===== src/rtl/matmul_pkg.sv =====
// Shared geometry, derived loop bounds and FSM encoding for the matmul tile scheduler.
package matmul_pkg;

    // Width helper: never returns 0 so single-value counters still get a 1-bit port.
    function automatic int unsigned clog2_min1(input int unsigned v);
        return (v <= 2) ? 1 : $clog2(v);
    endfunction

    localparam int unsigned A_OUTER_DIMENSION = 8;
    localparam int unsigned B_OUTER_DIMENSION = 8;
    localparam int unsigned INNER_DIMENSION   = 64;
    localparam int unsigned BLOCK_SIZE        = 2;
    localparam int unsigned CHUNK_SIZE        = 4;
    localparam int unsigned NUM_CORES_A       = 2;
    localparam int unsigned NUM_CORES_B       = 2;
    localparam int unsigned NUM_HEADS         = 2;
    localparam int unsigned RD_LATENCY        = 2;

    localparam int unsigned K_STEPS      = INNER_DIMENSION / CHUNK_SIZE;
    localparam int unsigned TA           = A_OUTER_DIMENSION / (BLOCK_SIZE * NUM_CORES_A);
    localparam int unsigned TB           = B_OUTER_DIMENSION / (BLOCK_SIZE * NUM_CORES_B);
    localparam int unsigned ADDR_WIDTH_A = clog2_min1(TA * K_STEPS);
    localparam int unsigned ADDR_WIDTH_B = clog2_min1(NUM_HEADS * TB * K_STEPS);

    typedef enum logic [1:0] {
        StIdle,
        StRun,
        StDrain,
        StDone
    } sched_state_e;

endpackage


===== src/rtl/sched_delay_line.sv =====
// Fixed-depth shift register that aligns issue-time tags with returned read data.
module sched_delay_line #(
    parameter int unsigned DEPTH = 2,
    parameter int unsigned WIDTH = 8
) (
    input  logic             clk_i,
    input  logic             rst_ni,
    input  logic             clr_i,
    input  logic [WIDTH-1:0] d_i,
    output logic [WIDTH-1:0] q_o
);

    logic [WIDTH-1:0] stage_q [DEPTH];

    always_ff @(posedge clk_i or negedge rst_ni) begin
        if (!rst_ni) begin
            for (int i = 0; i < DEPTH; i++) stage_q[i] <= '0;
        end else if (clr_i) begin
            for (int i = 0; i < DEPTH; i++) stage_q[i] <= '0;
        end else begin
            stage_q[0] <= d_i;
            for (int i = 1; i < DEPTH; i++) stage_q[i] <= stage_q[i-1];
        end
    end

    assign q_o = stage_q[DEPTH-1];

endmodule


===== src/rtl/matmul_tile_sched.sv =====
// Walks head/tile/k loops, issues BRAM reads under backpressure and tags returning data
// with accumulator clear/last markers and tile identifiers.
module matmul_tile_sched #(
    parameter int unsigned A_OUTER_DIMENSION = matmul_pkg::A_OUTER_DIMENSION,
    parameter int unsigned B_OUTER_DIMENSION = matmul_pkg::B_OUTER_DIMENSION,
    parameter int unsigned INNER_DIMENSION   = matmul_pkg::INNER_DIMENSION,
    parameter int unsigned BLOCK_SIZE        = matmul_pkg::BLOCK_SIZE,
    parameter int unsigned CHUNK_SIZE        = matmul_pkg::CHUNK_SIZE,
    parameter int unsigned NUM_CORES_A       = matmul_pkg::NUM_CORES_A,
    parameter int unsigned NUM_CORES_B       = matmul_pkg::NUM_CORES_B,
    parameter int unsigned NUM_HEADS         = matmul_pkg::NUM_HEADS,
    parameter int unsigned RD_LATENCY        = matmul_pkg::RD_LATENCY,
    localparam int unsigned K_STEPS      = INNER_DIMENSION / CHUNK_SIZE,
    localparam int unsigned TA           = A_OUTER_DIMENSION / (BLOCK_SIZE * NUM_CORES_A),
    localparam int unsigned TB           = B_OUTER_DIMENSION / (BLOCK_SIZE * NUM_CORES_B),
    localparam int unsigned ADDR_WIDTH_A = matmul_pkg::clog2_min1(TA * K_STEPS),
    localparam int unsigned ADDR_WIDTH_B = matmul_pkg::clog2_min1(NUM_HEADS * TB * K_STEPS),
    localparam int unsigned HEAD_W       = matmul_pkg::clog2_min1(NUM_HEADS),
    localparam int unsigned TA_W         = matmul_pkg::clog2_min1(TA),
    localparam int unsigned TB_W         = matmul_pkg::clog2_min1(TB)
) (
    input  logic                    clk,
    input  logic                    rst_n,
    input  logic                    start,
    input  logic                    abort,
    input  logic                    mode,
    input  logic                    issue_ready,
    output logic                    rd_en,
    output logic [ADDR_WIDTH_A-1:0] addr_a,
    output logic [ADDR_WIDTH_B-1:0] addr_b,
    output logic                    data_valid,
    output logic                    acc_clr,
    output logic                    acc_last,
    output logic [HEAD_W-1:0]       head_idx,
    output logic [TA_W-1:0]         ta_idx,
    output logic [TB_W-1:0]         tb_idx,
    output logic                    busy,
    output logic                    done
);

    localparam int unsigned KW      = matmul_pkg::clog2_min1(K_STEPS);
    localparam int unsigned DRAIN_W = matmul_pkg::clog2_min1(RD_LATENCY + 1);
    localparam int unsigned PW      = 3 + HEAD_W + TA_W + TB_W;

    if ((INNER_DIMENSION % CHUNK_SIZE) != 0) begin : g_bad_k
        $error("INNER_DIMENSION must be a multiple of CHUNK_SIZE");
    end
    if ((A_OUTER_DIMENSION % (BLOCK_SIZE * NUM_CORES_A)) != 0) begin : g_bad_ta
        $error("A_OUTER_DIMENSION must be a multiple of BLOCK_SIZE*NUM_CORES_A");
    end
    if ((B_OUTER_DIMENSION % (BLOCK_SIZE * NUM_CORES_B)) != 0) begin : g_bad_tb
        $error("B_OUTER_DIMENSION must be a multiple of BLOCK_SIZE*NUM_CORES_B");
    end
    if (RD_LATENCY < 1 || RD_LATENCY > 4) begin : g_bad_lat
        $error("RD_LATENCY must lie in 1..4");
    end

    matmul_pkg::sched_state_e state_q, state_d;

    logic                    mode_q, mode_d;
    logic [KW-1:0]           k_q, k_d;
    logic [TA_W-1:0]         ta_q, ta_d;
    logic [TB_W-1:0]         tb_q, tb_d;
    logic [HEAD_W-1:0]       head_q, head_d;
    logic [DRAIN_W-1:0]      drain_q, drain_d;
    logic [ADDR_WIDTH_A-1:0] addr_a_q, addr_a_d;
    logic [ADDR_WIDTH_B-1:0] addr_b_q, addr_b_d;
    logic [PW-1:0]           iss_q, iss_d;
    logic [PW-1:0]           pipe_out;
    logic                    issue;

    logic k_wrap, ta_wrap, tb_wrap, head_wrap, inner_wrap, last_issue;

    assign k_wrap     = (k_q == KW'(K_STEPS - 1));
    assign ta_wrap    = (ta_q == TA_W'(TA - 1));
    assign tb_wrap    = (tb_q == TB_W'(TB - 1));
    assign head_wrap  = (head_q == HEAD_W'(NUM_HEADS - 1));
    assign inner_wrap = mode_q ? ta_wrap : tb_wrap;
    assign last_issue = k_wrap & ta_wrap & tb_wrap & head_wrap;

    always_comb begin
        state_d  = state_q;
        mode_d   = mode_q;
        k_d      = k_q;
        ta_d     = ta_q;
        tb_d     = tb_q;
        head_d   = head_q;
        drain_d  = drain_q;
        addr_a_d = addr_a_q;
        addr_b_d = addr_b_q;
        issue    = 1'b0;

        unique case (state_q)
            matmul_pkg::StIdle: begin
                if (start) begin
                    state_d = matmul_pkg::StRun;
                    mode_d  = mode;
                    k_d     = '0;
                    ta_d    = '0;
                    tb_d    = '0;
                    head_d  = '0;
                end
            end
            matmul_pkg::StRun: begin
                if (issue_ready) begin
                    issue    = 1'b1;
                    addr_a_d = ADDR_WIDTH_A'(32'(ta_q) * K_STEPS + 32'(k_q));
                    addr_b_d = ADDR_WIDTH_B'((32'(head_q) * TB + 32'(tb_q)) * K_STEPS
                                             + 32'(k_q));
                    if (last_issue) begin
                        state_d = matmul_pkg::StDrain;
                        drain_d = '0;
                        k_d     = '0;
                        ta_d    = '0;
                        tb_d    = '0;
                        head_d  = '0;
                    end else if (!k_wrap) begin
                        k_d = k_q + 1'b1;
                    end else begin
                        k_d = '0;
                        if (!inner_wrap) begin
                            if (mode_q) ta_d = ta_q + 1'b1;
                            else        tb_d = tb_q + 1'b1;
                        end else if (mode_q) begin
                            ta_d = '0;
                            if (!tb_wrap) tb_d = tb_q + 1'b1;
                            else begin
                                tb_d   = '0;
                                head_d = head_q + 1'b1;
                            end
                        end else begin
                            tb_d = '0;
                            if (!ta_wrap) ta_d = ta_q + 1'b1;
                            else begin
                                ta_d   = '0;
                                head_d = head_q + 1'b1;
                            end
                        end
                    end
                end
            end
            matmul_pkg::StDrain: begin
                // Wait until the final read's data has surfaced from the pipeline.
                if (drain_q == DRAIN_W'(RD_LATENCY)) state_d = matmul_pkg::StDone;
                else                                 drain_d = drain_q + 1'b1;
            end
            matmul_pkg::StDone: state_d = matmul_pkg::StIdle;
            default:            state_d = matmul_pkg::StIdle;
        endcase

        if (abort) begin
            state_d  = matmul_pkg::StIdle;
            issue    = 1'b0;
            k_d      = '0;
            ta_d     = '0;
            tb_d     = '0;
            head_d   = '0;
            drain_d  = '0;
            addr_a_d = '0;
            addr_b_d = '0;
        end

        iss_d = issue ? {1'b1, (k_q == '0), k_wrap, head_q, ta_q, tb_q} : '0;
    end

    always_ff @(posedge clk or negedge rst_n) begin
        if (!rst_n) begin
            state_q  <= matmul_pkg::StIdle;
            mode_q   <= 1'b0;
            k_q      <= '0;
            ta_q     <= '0;
            tb_q     <= '0;
            head_q   <= '0;
            drain_q  <= '0;
            addr_a_q <= '0;
            addr_b_q <= '0;
            iss_q    <= '0;
        end else begin
            state_q  <= state_d;
            mode_q   <= mode_d;
            k_q      <= k_d;
            ta_q     <= ta_d;
            tb_q     <= tb_d;
            head_q   <= head_d;
            drain_q  <= drain_d;
            addr_a_q <= addr_a_d;
            addr_b_q <= addr_b_d;
            iss_q    <= iss_d;
        end
    end

    sched_delay_line #(
        .DEPTH (RD_LATENCY),
        .WIDTH (PW)
    ) u_delay (
        .clk_i  (clk),
        .rst_ni (rst_n),
        .clr_i  (abort),
        .d_i    (iss_q),
        .q_o    (pipe_out)
    );

    assign rd_en  = iss_q[PW-1];
    assign addr_a = addr_a_q;
    assign addr_b = addr_b_q;
    assign {data_valid, acc_clr, acc_last, head_idx, ta_idx, tb_idx} = pipe_out;
    assign busy   = (state_q == matmul_pkg::StRun) || (state_q == matmul_pkg::StDrain);
    assign done   = (state_q == matmul_pkg::StDone);

endmodule


===== config.mk =====
export PLATFORM = sky130hd
export DESIGN_NAME = matmul_tile_sched
export DESIGN_NICKNAME = d
export VERILOG_FILES = /design/src/rtl/matmul_pkg.sv /design/src/rtl/sched_delay_line.sv /design/src/rtl/matmul_tile_sched.sv
export SDC_FILE = /design/constraint.sdc
export NUM_CORES = 1
export LEC_CHECK = 0
export ABC_AREA = 1
export CAP_MARGIN = 20
export CORE_UTILIZATION = 53
export CTS_CLUSTER_SIZE = 40
export DETAILED_ROUTE_END_ITERATION = 12
export GPL_TIMING_DRIVEN = 0
export PLACE_DENSITY = 0.79
export SETUP_SLACK_MARGIN = 0.5
export SLEW_MARGIN = 20
export SYNTH_ARGS = -nofsm -noshare
export SYNTH_HDL_FRONTEND = slang
export SYNTH_HIERARCHICAL = 1
export SYNTH_SLANG_ARGS = --single-unit
export TNS_END_PERCENT = 1

===== constraint.sdc =====
create_clock -name clk -period 1.7 [get_ports clk]
set_input_delay 0.34 -clock clk [delete_from_list [all_inputs] [get_ports clk]]
set_output_delay 0.34 -clock clk [all_outputs]
set_load 0.005 [all_outputs]

==> flow_summary_export.csv, run 1 <==
group,metric,value,unit
pwr,p_per_area,1170,nW/µm²
synth,async_reset_ff_frac,1.00,
clock_network,cts_buffer_depth,2,
clock_network,cts.sinks,37,
timing,setup_violations,0,
worst_setup_path,path_class,"register to output port",
pwr,netSwitchingFraction,0.377,
pwr,vdd_drop_max,0.818,mV
synth,synth_area_leaders,"dfrtp_1, inv_1, nor2_1",
worst_setup_path,crit_path_start_kind,"register",
drt,antenna_left,0,
pwr,comb_power_share,0.411,
drt,drc,0,
worst_setup_path,cp.arrival,1250,ps
floorplanning,start_util,0.573,
pwr,clock_power_share,0.184,
synth,yosys.area.top_type,"dfrtp_1",
floorplanning,row_count,20,
timing,hold-worst-slack,439,ps
cells_and_area,drive_above_1_share,0.264,
placed_design,hpwlAfterDp,2.33,mm
clock_network,root_buffer,"clkbuf_4",
pwr,netSwitchingPower,1.02,mW
worst_setup_path,critPathRequiredTime,1360,ps
synth,syn_inst,196,
floorplanning,num_io_pins,26,
timing,post-route-period-util,0.936,
clock_network,clock_latency,350,ps
global_routing,track_usage,0.204,
synth,syn_nets,210,
synth,netlist_area,1810,µm²
drt,detail_route.vias_per_cell,4.83,
job,maxCapViolCount,0,
worst_setup_path,cp-end-kind,"output port",
synth,synth_top_family_by_area,"simple AND/OR/NAND/NOR gates",
global_routing,first_global_vias,1331,
pwr,total_power,2.69,mW
cells_and_area,nNetsFinal,252,
timing,drv_slew,0,
timing,hold_viol_final,0,
timing,finClkSkew,8.17,ps
cells_and_area,fillerInstances,251,
synth,synth_xor_area_frac,0.00485,
floorplanning,die-height,60.4,µm
clock_network,clk_pin_slew,110,ps
synth,synth.distinct_cells,25,
synth,synth_seq_cells,37,
synth,synth-simple-area-share,0.240,
global_routing,grt-ovfl-total,0,
cells_and_area,syn_to_final_growth,27.4,%
synth,synth.avg_cell_area,9.22,µm²
placed_design,port_buffers,25,
clock_network,h-tree-depth,2,
floorplanning,die-area,3650,µm²
clock_network,cts_tree,"built",
synth,synth.most_common_cell,"dfrtp_1",
timing,fin_tns_setup,0,ps
synth,synth_flop_cell,"dfrtp_1",
pwr,p_int,1.68,mW
synth,synthMuxAreaShare,0,
synth,ys_seq_area_frac,0.512,
pwr,seq_power_share,0.404,
timing,rsz0062_at_grt,"true",
floorplanning,fp.dieW,60.4,µm
timing,slew_headroom,0.725,
global_routing,antenna_found_initial,0,
synth,synth_top_area_frac,0.512,
drt,drt_wl_total,3.12,mm
timing,finalCriticalPeriod,1590,ps
pwr,power.leakage,1.22,nW
worst_setup_path,r2r_cells,10,
floorplanning,core-area,3150,µm²
global_routing,grt_pass1_wl,5.28,mm
placed_design,routabilityCongestion,0.795,
drt,num_vias,1366,
timing,worst_slew_pin_slew,412,ps
worst_hold_path,hold_class,"primary input to async pin",
cells_and_area,antennaDiodeCount,0,
status,status,"complete, no violations",
drt,drtPass1Iterations,4,
synth,synth_compound_area_frac,0.0651,
drt,route.detailed.wl_per_inst,11.0,µm
global_routing,grt_max_degree,22,
timing,fmax,628,MHz
clock_network,cts_made_buffers,5,
drt,drt-initial-drc-count,28,
synth,synthAdderAreaFrac,0.0554,
worst_setup_path,cp_max_fo,2,
synth,synth_commonest_cells,"dfrtp_1, inv_1, nor2_1",
synth,yosys_warnings,6,
synth,synth_edf_count,0,
power by group through the flow:
stage | logic (mW) | registers (mW) | clock network, mW
CTS | 1.12 | 1.09 | 0.509
floorplan | 0.727 | 1.10 | 0
global route | 1.25 | 1.10 | 0.543
detailed placement | 0.965 | 1.12 | 0
finish | 1.11 | 1.09 | 0.496
global placement | 0.927 | 1.11 | 0
cells by family after synthesis:
kind of cell | count (synthesis)
and+or+nand+nor | 86
buffers and inverters | 45
DFF | 37
AOI/OAI and AO/OA | 19
adders and majority gates | 8
xor gates and xnor gates | 1
through the flow:
step                       util  cells  area [µm²]  worst slack (ps)
after global placement    0.678    265        2140              -457
after floorplan               -    196        1830               427
after global routing      0.730    283        2300              74.4
after CTS                 0.730    283        2300               112
after detailed placement  0.685    266        2160              -165
final                     0.730    283        2300               109
per-layer routing:
layer,global-route usage,up-vias,routed length [µm]
met2,0.355,28,1610
met1,0.229,650,1320
met3,0.0576,5,134
met5,0,-,0
met4,0.0997,0,53
li1,-,683,-
flip-flops by register name, summed over array words and instances, names as in the netlist:
name and cells:
head_q 1, addr_b 2, iss_q 6, addr_a 5, u_delay/stage_q 6, u_delay/q_o 6, tb_q 1, k_q 4
state_q 2, ta_q 1, drain_q 2, mode_q 1
path summary, 6_finish.rpt:
| check | start | endpoint | slack, ps |
|---|---|---|---|
| min in group clk | iss_q[3]$_DFF_PN0_ | u_delay/stage_q[9]$_DFF_PN0_ | 460 |
| max in group asynchronous | rst_n | state_q[0]$_DFFE_PN0P_ | 800 |
| max | state_q[0]$_DFFE_PN0P_ | busy | 110 |
| max reg2reg | state_q[0]$_DFFE_PN0P_ | state_q[0]$_DFFE_PN0P_ | 200 |
| min | rst_n | u_delay/q_o[2]$_DFF_PN0_ | 440 |
| min reg2reg | iss_q[3]$_DFF_PN0_ | u_delay/stage_q[9]$_DFF_PN0_ | 460 |
what timing repair did:
| action | CTS | global route |
|---|---|---|
| setup endpoints to repair | 44 | 44 |
| setup buffers | 8 | 0 |
| resized for setup | 26 | 0 |
| hold endpoints to repair | 16 | 0 |
| pin swaps | 1 | 0 |
| hold buffers | 1 | 0 |
cells in the final DEF (no fill, tap or decap), types with 2 or more instances in the layout:
cell type,n
dfrtp_1,36
nor2_1,27
inv_1,25
nand2_1,23
nand3_1,17
buf_4,15
clkdlybuf4s50_1,11
dlygate4sd2_1,11
nor2_2,6
ha_1,6
nand2_4,5
nand2_2,5
o21ai_0,5
clkbuf_4,5
buf_6,5
inv_2,4
inv_4,4
o21ai_1,4
buf_2,3
a21oi_1,3
a31o_1,3
o21ai_2,2
ha_4,2
worst max-delay path: stages (launching register included):
cell	delay [ps]
dfrtp_2	440
buf_6	120
inv_4	50
ha_4	190
buf_6	110
cell type report:
class	instances	area (µm²)	area share
Multi-Input combinational cell	114	693	0.301
Clock inverter	2	13.8	0.00598
Timing Repair Buffer	35	337	0.146
Inverter	33	134	0.0582
Sequential cell	37	927	0.403
Tap cell	44	55.1	0.0239
Clock buffer	6	51.3	0.0223
Buffer	12	91.3	0.0397
Power figures use the tool's default switching activity.
==> run 2: changes to the inputs <==
--- a/config.mk
+++ b/config.mk
@@ -5,13 +5,15 @@
 export SDC_FILE = /design/constraint.sdc
 export NUM_CORES = 1
 export LEC_CHECK = 0
-export ABC_AREA = 1
+export ABC_AREA = 0
 export CAP_MARGIN = 20
-export CORE_UTILIZATION = 53
+export CORE_UTILIZATION = 54
+export CTS_BUF_LIST = sky130_fd_sc_hd__clkbuf_16
 export CTS_CLUSTER_SIZE = 40
 export DETAILED_ROUTE_END_ITERATION = 12
 export GPL_TIMING_DRIVEN = 0
-export PLACE_DENSITY = 0.79
+export MAX_ROUTING_LAYER = met4
+export PLACE_DENSITY = 0.8
 export SETUP_SLACK_MARGIN = 0.5
 export SLEW_MARGIN = 20
 export SYNTH_ARGS = -nofsm -noshare
==> run 2 against run 1 <==
Compared with the run above:
- non-clock buffer count increased by 8
- worst setup slack got worse by 15 ps
- power increased by 8.5%
- register-to-register slack got worse by 110 ps
- fmax decreased by 0.94%
- flip-flop and latch count unchanged
- wire length increased by 31%
- sequential power decreased by 8%
- global-route usage increased by 5.8 points
- clock-buffer cell count decreased by 1
- worst hold slack got worse by 450 ps
- critical path depth increased by 1
- the flow now finishes with violations (hold timing)
==> flow_summary_export.csv, run 2 <==
group,metric,value,unit
synth,yosys.area.top_type,"dfrtp_1",
floorplanning,core-area,3150,µm²
floorplanning,num_io_pins,26,
clock_network,h-tree-depth,2,
worst_setup_path,cp_max_fo,5,
placed_design,placed_cells_incl_taps,239,
placed_design,routabilityCongestion,0.808,
drt,num_vias,1467,
drt,antenna_left,0,
timing,hold_viol_final,16,
synth,async_reset_ff_frac,1.00,
placed_design,place_area,2190,µm²
timing,fin_tns_setup,0,ps
clock_network,cts_hold_buf,0,
synth,synth.avg_cell_area,10.9,µm²
worst_setup_path,max_stage_delay,430,ps
global_routing,grt_pass1_wl,6.41,mm
timing,rsz0062_at_grt,"true",
synth,synth_flop_cell,"dfrtp_1",
pwr,p_per_area,1160,nW/µm²
timing,drv_slew,0,
synth,synth_commonest_cells,"dfrtp_1, nand2_1, nand3_1",
worst_setup_path,critPathLaunch,"state_q[1]$_DFFE_PN0P_",
worst_setup_path,cp.arrival,1780,ps
synth,synth_area_leaders,"dfrtp_1, ha_1, buf_4",
clock_network,clock_latency,280,ps
clock_network,cts.sinks,37,
worst_setup_path,cp_slowest_cell,"dfrtp_1",
placed_design,port_buffers,25,
pwr,power.leakage,1.16,nW
synth,synth_edf_count,0,
synth,synth_seq_cells,37,
cells_and_area,fillerInstances,197,
clock_network,clk_pin_slew,60,ps
status,violations,"hold timing",
synth,syn_nets,183,
floorplanning,row_count,20,
clock_network,root_buffer,"clkbuf_16",
timing,post-route-period-util,0.945,
drt,detail_route.vias_per_cell,5.60,
placed_design,place_ws,-201,ps
global_routing,grt_max_degree,22,
drt,drc,0,
cells_and_area,seq_area,927,µm²
drt,route.detailed.wl_per_inst,15.6,µm
drt,drtPass1Iterations,4,
floorplanning,start_util,0.583,
worst_hold_path,hold_class,"primary input to async pin",
clock_network,cts_made_buffers,5,
global_routing,grt-ovfl-total,0,
cells_and_area,nNetsFinal,231,
synth,ys_seq_area_frac,0.504,
synth,yosys_warnings,6,
pwr,vdd_drop_max,1.06,mV
cells_and_area,antennaDiodeCount,0,
drt,drt-initial-drc-count,77,
floorplanning,die-height,60.3,µm
timing,finalCriticalPeriod,1610,ps
worst_setup_path,cp-end-kind,"register",
synth,synth_top_area_frac,0.504,
timing,finClkSkew,4.16,ps
global_routing,track_usage,0.262,
cells_and_area,final_cells,262,
floorplanning,die-area,3640,µm²
timing,fmax,623,MHz
clock_network,cts_tree,"built",
drt,drt_wl_total,4.09,mm
cells_and_area,syn_to_final_growth,37.3,%
worst_setup_path,critPathRequiredTime,1870,ps
worst_setup_path,path_cells,"buf_6, ha_4, nor2b_4, or3_1, a32o_1",
cells_and_area,final_core_util,0.800,
synth,netlist_area,1840,µm²
cells_and_area,final_common_cell,"dfrtp_1",
floorplanning,fp.dieW,60.3,µm
worst_setup_path,r2r-start,"state_q[1]$_DFFE_PN0P_",
synth,synth.most_common_cell,"dfrtp_1",
clock_network,cts_buffer_depth,2,
cells_and_area,drive_above_1_share,0.372,
timing,setup_violations,0,
global_routing,antenna_found_initial,0,
worst_setup_path,crit_path_start_kind,"register",
worst_setup_path,path_class,"register to register",
status,status,"finished, violations left",
timing,slew_headroom,0.713,
cells_and_area,multi_input_area,877,µm²
timing,worst_slew_pin_slew,430,ps
cells_and_area,final_cell_mix,"dfrtp_1, buf_4, clkdlybuf4s50_1",
global_routing,first_global_vias,1434,
placed_design,hpwlAfterDp,2.49,mm
timing,worst_slack,93.7,ps
cells_and_area,design_area,2520,µm²
synth,syn_inst,169,
synth,synth.distinct_cells,39,
job,maxCapViolCount,0,
timing,hold-worst-slack,-7.73,ps
## run 2: changes by cell type after synthesis, sizes merged, moves of 3 or more
| cell | delta |
|---|---|
| inv | -24 |
| a31o | -3 |
| nand2 | -16 |
| nor2 | -29 |
| nor2b | +12 |
| and3 | +6 |
| o31ai | +4 |
| nand2b | +5 |
| a21oi | +6 |
| nand3 | -5 |
| and2b | +3 |
## run 2: logic make-up (layout without fill, tap and decap cells)
kind of cell	Yosys count	after routing	synth area share
AO/OA/AOI/OAI	31	32	0.117
adder cells (fa/ha/maj)	8	8	0.0545
buffers and inverters	24	72	0.0783
flip-flops	37	37	0.504
multiplexers	2	2	0.0116
AND/OR/NAND/NOR	67	67	0.235
## run 2: worst max-delay path: cells and delay by family (launching register included)
kind / cells / cell delay, ps
simple gates: 2 / 480
flops: 1 / 430
compound gates: 1 / 260
fa+ha+maj: 1 / 170
buf+inv: 1 / 150
## run 2: path summary, 6_finish.rpt
check	end	slack (ps)	cells past startpoint
max in group asynchronous	u_delay/stage_q[11]$_DFF_PN0_	1270	2
min in group clk	u_delay/q_o[3]$_DFF_PN0_	460	1
min	drain_q[0]$_DFFE_PN0P_	-8	1
max reg2reg	drain_q[0]$_DFFE_PN0P_	90	5
max	drain_q[0]$_DFFE_PN0P_	90	5
min reg2reg	u_delay/q_o[3]$_DFF_PN0_	460	1
## run 2: routing by layer
metal / GRT usage / share of wire
met5: - / 0
met4: 0.153 / 0.036
met3: 0.0896 / 0.074
met2: 0.438 / 0.54
met1: 0.263 / 0.35
## run 2: cell type report
class                           count  share of cell area
Clock buffer                        5              0.0496
Sequential cell                    37               0.367
Inverter                            9              0.0154
Tap cell                           44              0.0218
Clock inverter                      3             0.00694
Buffer                             15              0.0451
Timing Repair Buffer               40               0.146
Multi-Input combinational cell    109               0.348
## run 2: report_power, final
group	switching (mW)	internal, mW
clock network	0.356	0.537
logic	0.532	0.498
registers	0.0559	0.942
total	0.944	1.98
## run 2: metrics by stage
stage	power [mW]	hold WS [ps]
6_report	2.92	-7.73
5_1_grt	3.06	27.3
4_1_cts	2.81	7.83
3_5_place_dp	1.71	312
3_3_place_gp	1.67	439
2_1_floorplan	1.51	44.4
## run 2: what timing repair did
item,in CTS,in global routing
gates cloned,0,1
buffers inserted,11,3
pin swaps,7,2
gates resized for setup,29,7
setup endpoints to repair,45,45
==> run 3: changes to the inputs <==
--- a/config.mk
+++ b/config.mk
@@ -7,6 +7,7 @@
 export LEC_CHECK = 0
 export ABC_AREA = 0
 export CAP_MARGIN = 20
+export CORE_ASPECT_RATIO = 1.4
 export CORE_UTILIZATION = 54
 export CTS_BUF_LIST = sky130_fd_sc_hd__clkbuf_16
 export CTS_CLUSTER_SIZE = 40
@@ -15,6 +16,7 @@
 export MAX_ROUTING_LAYER = met4
 export PLACE_DENSITY = 0.8
 export SETUP_SLACK_MARGIN = 0.5
+export SKIP_LAST_GASP = 1
 export SLEW_MARGIN = 20
 export SYNTH_ARGS = -nofsm -noshare
 export SYNTH_HDL_FRONTEND = slang
==> run 3 against run 2 <==
Compared with the run above:
- the flow now finishes without violations
- final area increased by 1.2%
- power is 1.5% lower
- worst hold slack improved by 430 ps
- largest cell class unchanged
==> flow_summary_export.csv, run 3 (synthesis gave the netlist of run 2 again) <==
group,metric,value,unit
worst_setup_path,critPathRequiredTime,1880,ps
clock_network,cts_buffer_depth,2,
worst_setup_path,cp.arrival,1790,ps
timing,worst_slack,88.6,ps
cells_and_area,nNetsFinal,232,
clock_network,clock_latency,280,ps
timing,hold_viol_final,0,
global_routing,track_usage,0.270,
drt,drt_wl_total,4.28,mm
cells_and_area,antennaDiodeCount,0,
floorplanning,fp.dieW,51.3,µm
floorplanning,row_count,24,
timing,finClkSkew,2.84,ps
global_routing,grt_max_degree,35,
clock_network,cts.sinks,37,
worst_setup_path,cp_max_fo,6,
worst_setup_path,r2r_cells,7,
cells_and_area,final_cell_mix,"dfrtp_1, buf_4, clkdlybuf4s50_1",
cells_and_area,design_area,2550,µm²
pwr,p_per_area,1130,nW/µm²
pwr,netSwitchingPower,0.902,mW
cells_and_area,final_core_util,0.802,
job,maxCapViolCount,0,
drt,drt-initial-drc-count,73,
clock_network,clk_pin_slew,50,ps
clock_network,h-tree-depth,2,
worst_setup_path,cp_slowest_cell,"dfrtp_1",
global_routing,grt_pass1_wl,6.93,mm
placed_design,place_ws,-213,ps
placed_design,hpwlAfterDp,2.64,mm
worst_setup_path,timing.rr.end,"iss_q[4]$_DFF_PN0_",
pwr,netSwitchingFraction,0.313,
timing,fmax,621,MHz
timing,finalCriticalPeriod,1610,ps
drt,drc,0,
cells_and_area,fillerInstances,190,
status,status,"complete, no violations",
pwr,p_int,1.98,mW
drt,drtPass1Iterations,5,
worst_setup_path,r2r-start,"state_q[1]$_DFFE_PN0P_",
pwr,comb_power_share,0.360,
cells_and_area,drive_above_1_share,0.358,
worst_setup_path,path_class,"register to register",
clock_network,root_buffer,"clkbuf_16",
worst_setup_path,crit_path_start_kind,"register",
global_routing,antenna_found_initial,0,
drt,route.detailed.wl_per_inst,16.7,µm
placed_design,place_area,2180,µm²
worst_setup_path,path_cells,"inv_4, buf_6, ha_4, buf_6, and2b_4, nand2_2, nor4b_2",
pwr,power.leakage,1.18,nW
placed_design,routabilityCongestion,0.878,
pwr,clock_power_share,0.291,
pwr,vdd_drop_max,1.17,mV
timing,post-route-period-util,0.948,
clock_network,cts_made_buffers,5,
timing,worst_slew_pin_slew,377,ps
timing,hold-worst-slack,424,ps
cells_and_area,final_common_cell,"dfrtp_1",
clock_network,cts_tree,"built",
floorplanning,num_io_pins,26,
worst_setup_path,cp-end-kind,"register",
cells_and_area,syn_to_final_growth,38.9,%
floorplanning,core-area,3180,µm²
global_routing,first_global_vias,1515,
pwr,seq_power_share,0.349,
worst_setup_path,r2r_slack,90,ps
drt,num_vias,1411,
worst_setup_path,cpMostUsedCell,"buf_6",
worst_hold_path,hold_class,"primary input to async pin",
floorplanning,die-area,3640,µm²
timing,setup_violations,0,
floorplanning,die-height,71.0,µm
placed_design,port_buffers,25,
floorplanning,start_util,0.577,
timing,drv_slew,0,
drt,antenna_left,0,
timing,rsz0062_at_grt,"true",
timing,slew_headroom,0.748,
drt,detail_route.vias_per_cell,5.49,
worst_setup_path,max_stage_delay,420,ps
global_routing,grt-ovfl-total,0,
## run 3: cell type report
class / instances / area, µm² / share of cell area
buffer: 15 / 114 / 0.0446
clock buffer: 5 / 125 / 0.0490
clock inverter: 2 / 7.51 / 0.00294
inverter: 9 / 38.8 / 0.0152
multi-input combinational: 108 / 892 / 0.349
sequential: 37 / 927 / 0.363
tap: 39 / 48.8 / 0.0191
timing repair buffer: 42 / 400 / 0.157
## run 3: timing repair
item | CTS | global route
buffers inserted | 12 | 3
hold buffers | 1 | 0
setup endpoints to repair | 45 | 44
pin swaps | 8 | 4
gates cloned | 0 | 0
hold endpoints to repair | 3 | 0
resized for setup | 18 | 19
## run 3: metal layers
layer / wire length, µm / up-vias / track usage / part of all wire
met1: 1490 / 681 / 0.275 / 0.35
li1: - / 671 / - / -
met3: 160 / 13 / 0.0452 / 0.037
met5: 0 / - / - / 0
met2: 2540 / 46 / 0.497 / 0.59
met4: 95 / 0 / 0.105 / 0.022
## run 3: how the worst max path moves through the flow
stage	from	end	slack, ps	cells past startpoint
after floorplan	state_q[1]$_DFFE_PN0P_	drain_q[0]$_DFFE_PN0P_	190	6
after global placement	rst_n	tb_q$_DFFE_PN0P_	-450	1
after detailed placement	issue_ready	drain_q[0]$_DFFE_PN0P_	-210	5
after CTS	state_q[1]$_DFFE_PN0P_	drain_q[0]$_DFFE_PN0P_	130	7
after global routing	k_q[1]$_DFFE_PN0P_	drain_q[1]$_DFFE_PN0P_	50	6
final	state_q[1]$_DFFE_PN0P_	iss_q[4]$_DFF_PN0_	90	7
## run 3: worst max-delay path: cells and delay by family (launching register included)
kind	cells	cell delay [ps]
fa+ha+maj	1	180
flops	1	420
simple gates	3	600
buf+inv	3	320
## run 3: per-stage QoR
stage                     total power, mW  instances  TNS, ps
after floorplan                      1.51        169        0
after global placement               1.67        233   -17370
after global routing                 3.01        257        0
after detailed placement             1.72        234    -1180
after CTS                            2.77        254        0
final                                2.88        257        0
## run 3: power groups by stage
stage	sequential (mW)	combinational, mW	clock, mW
6_report	1.00	1.04	0.838
5_1_grt	1.01	1.11	0.892
4_1_cts	0.998	0.924	0.849
3_5_place_dp	1.02	0.700	0
3_3_place_gp	1.01	0.662	0
2_1_floorplan	1.00	0.502	0
==> edit: new RTL, config.mk and constraints of run 3 <==
Set the package constant `NUM_HEADS` to 1 (it was 2).
--- a/src/rtl/matmul_pkg.sv
+++ b/src/rtl/matmul_pkg.sv
@@ -13,7 +13,7 @@
     localparam int unsigned CHUNK_SIZE        = 4;
     localparam int unsigned NUM_CORES_A       = 2;
     localparam int unsigned NUM_CORES_B       = 2;
-    localparam int unsigned NUM_HEADS         = 2;
+    localparam int unsigned NUM_HEADS         = 1;
     localparam int unsigned RD_LATENCY        = 2;
 
     localparam int unsigned K_STEPS      = INNER_DIMENSION / CHUNK_SIZE;
Ports: changed (resized addr_b); port bits go from 26 to 25. The function was not compared with the original's and may differ.
==> edit against run 3 <==
- the run now ends with setup timing left
- synthesized area down 6.0%
- sequential cell count decreased by 1
- routed wire length shrank 11%
- count of clock-buffer cells in the layout unchanged
- synthesized cell count fell by 4.7%
- power fell by 2.3%
- setup slack worse by 0.12 ns
- final area down 6.0%
- global-route usage down 0.30 points
- critical endpoint is now state_q[0]$_DFFE_PN0P_
- largest power group is now sequential cells
==> edit: results <==
[outcome]
status = complete, but fails checks
violations = setup timing

[global_route]
grtUsageMet2_pct = 50.5
grt_pass1_wl_um = 6330
grt_pass1_vias = 1437
track_usage_pct = 26.7
grt_max_degree = 26
grt_use_met1_pct = 24.7

[placed_design]
place_area_sq_um = 2050
numPortBuffers = 24
place.gp.congestion = 0.931

[drt]
drt-vias-per-instance = 5.50
wl_met1_um = 1410
met2_length_um = 2160
wl_met3_um = 132
drt_iter0_markers = 55
drtPass1Iterations = 4

[yosys]
synth_xor_area_share_pct = 1.01
synth-compound-area-share_pct = 8.11
muxShareOfSynthArea_pct = 1.23
synth.area.top_cells = dfrtp_1 52%, ha_1 5.8%, buf_4 4.3%
syn_nets = 175
synth_cell_types = 42
synth_common_cells = 36 x dfrtp_1, 15 x nand2_1, 10 x buf_4, 10 x inv_1, 9 x nor2_1
synth-adder-area-share_pct = 5.79
ys_seq_area_share_pct = 52.1

[hold_path]
hp-class = flip-flop to flip-flop

[power_and_ir_drop]
leakagePower_nw = 1.08
finalPower_mw = 2.81
peakVddDrop_mv = 0.918
pg_clk_mw = 0.834
powerSeq_mw = 0.990
switching_share_pct = 31.1

[cts]
cts_setup_buffers = 13
post_cts_resize_count = 22

[critical_path]
arrival_ns = 1.90
crit_fanout = 4
worstRegToRegCells = 6
slowest_delay_ns = 0.50
cpMaxStageDelayCell = or4b_4

[timing]
setup_viol = 1
worst_slack_ns = -0.0322
tightest_slew_ns = 0.477
fin_setup_tns_ns = -0.0322
clock-skew-final_ns = 0.00245

[final_layout]
drive_gt1_share_pct = 30.6
fin_nets = 223
edit: changes by cell type in the layout (fill, tap and decap cells not counted), moves of 3 or more:
cell            run 3  this run
o21ai_1             3         0
o21ai_2             3         0
buf_6               5         2
nor2_1              5         9
and3_1              6         2
nand3_1            12         7
edit: worst paths after layout:
path	from	endpoint	slack (ns)
setup / recovery	state_q[1]$_DFFE_PN0P_	state_q[0]$_DFFE_PN0P_	-0.03
hold / removal	u_delay/stage_q[6]$_DFF_PN0_	u_delay/q_o[0]$_DFF_PN0_	0.46
setup reg to reg	state_q[1]$_DFFE_PN0P_	state_q[0]$_DFFE_PN0P_	-0.03
hold reg to reg	u_delay/stage_q[6]$_DFF_PN0_	u_delay/q_o[0]$_DFF_PN0_	0.46
max in group asynchronous	rst_n	state_q[1]$_DFFE_PN0P_	0.78
min in group asynchronous	rst_n	iss_q[1]$_DFF_PN0_	0.49
edit: area by class of cell:
class / count / area [sq um] / share of cell area (%)
Clock inverter: 2 / 7.51 / 0.313
Clock buffer: 5 / 125 / 5.21
Inverter: 10 / 42.5 / 1.77
Multi-Input combinational cell: 100 / 787 / 32.8
Timing Repair Buffer: 41 / 385 / 16.1
Tap cell: 37 / 46.3 / 1.93
Buffer: 15 / 103 / 4.28
Sequential cell: 36 / 903 / 37.6
edit: stage by stage:
stage / hold slack, ns / cells / utilization, % / setup slack, ns
5_1_grt: 0.479 / 246 / 81.0 / -0.0955
2_1_floorplan: 0.0444 / 161 / - / 0.0555
6_report: 0.462 / 246 / 81.0 / -0.0322
4_1_cts: 0.465 / 244 / 80.5 / -0.00963
3_3_place_gp: 0.439 / 222 / 68.5 / -0.508
3_5_place_dp: 0.255 / 223 / 69.3 / -0.381
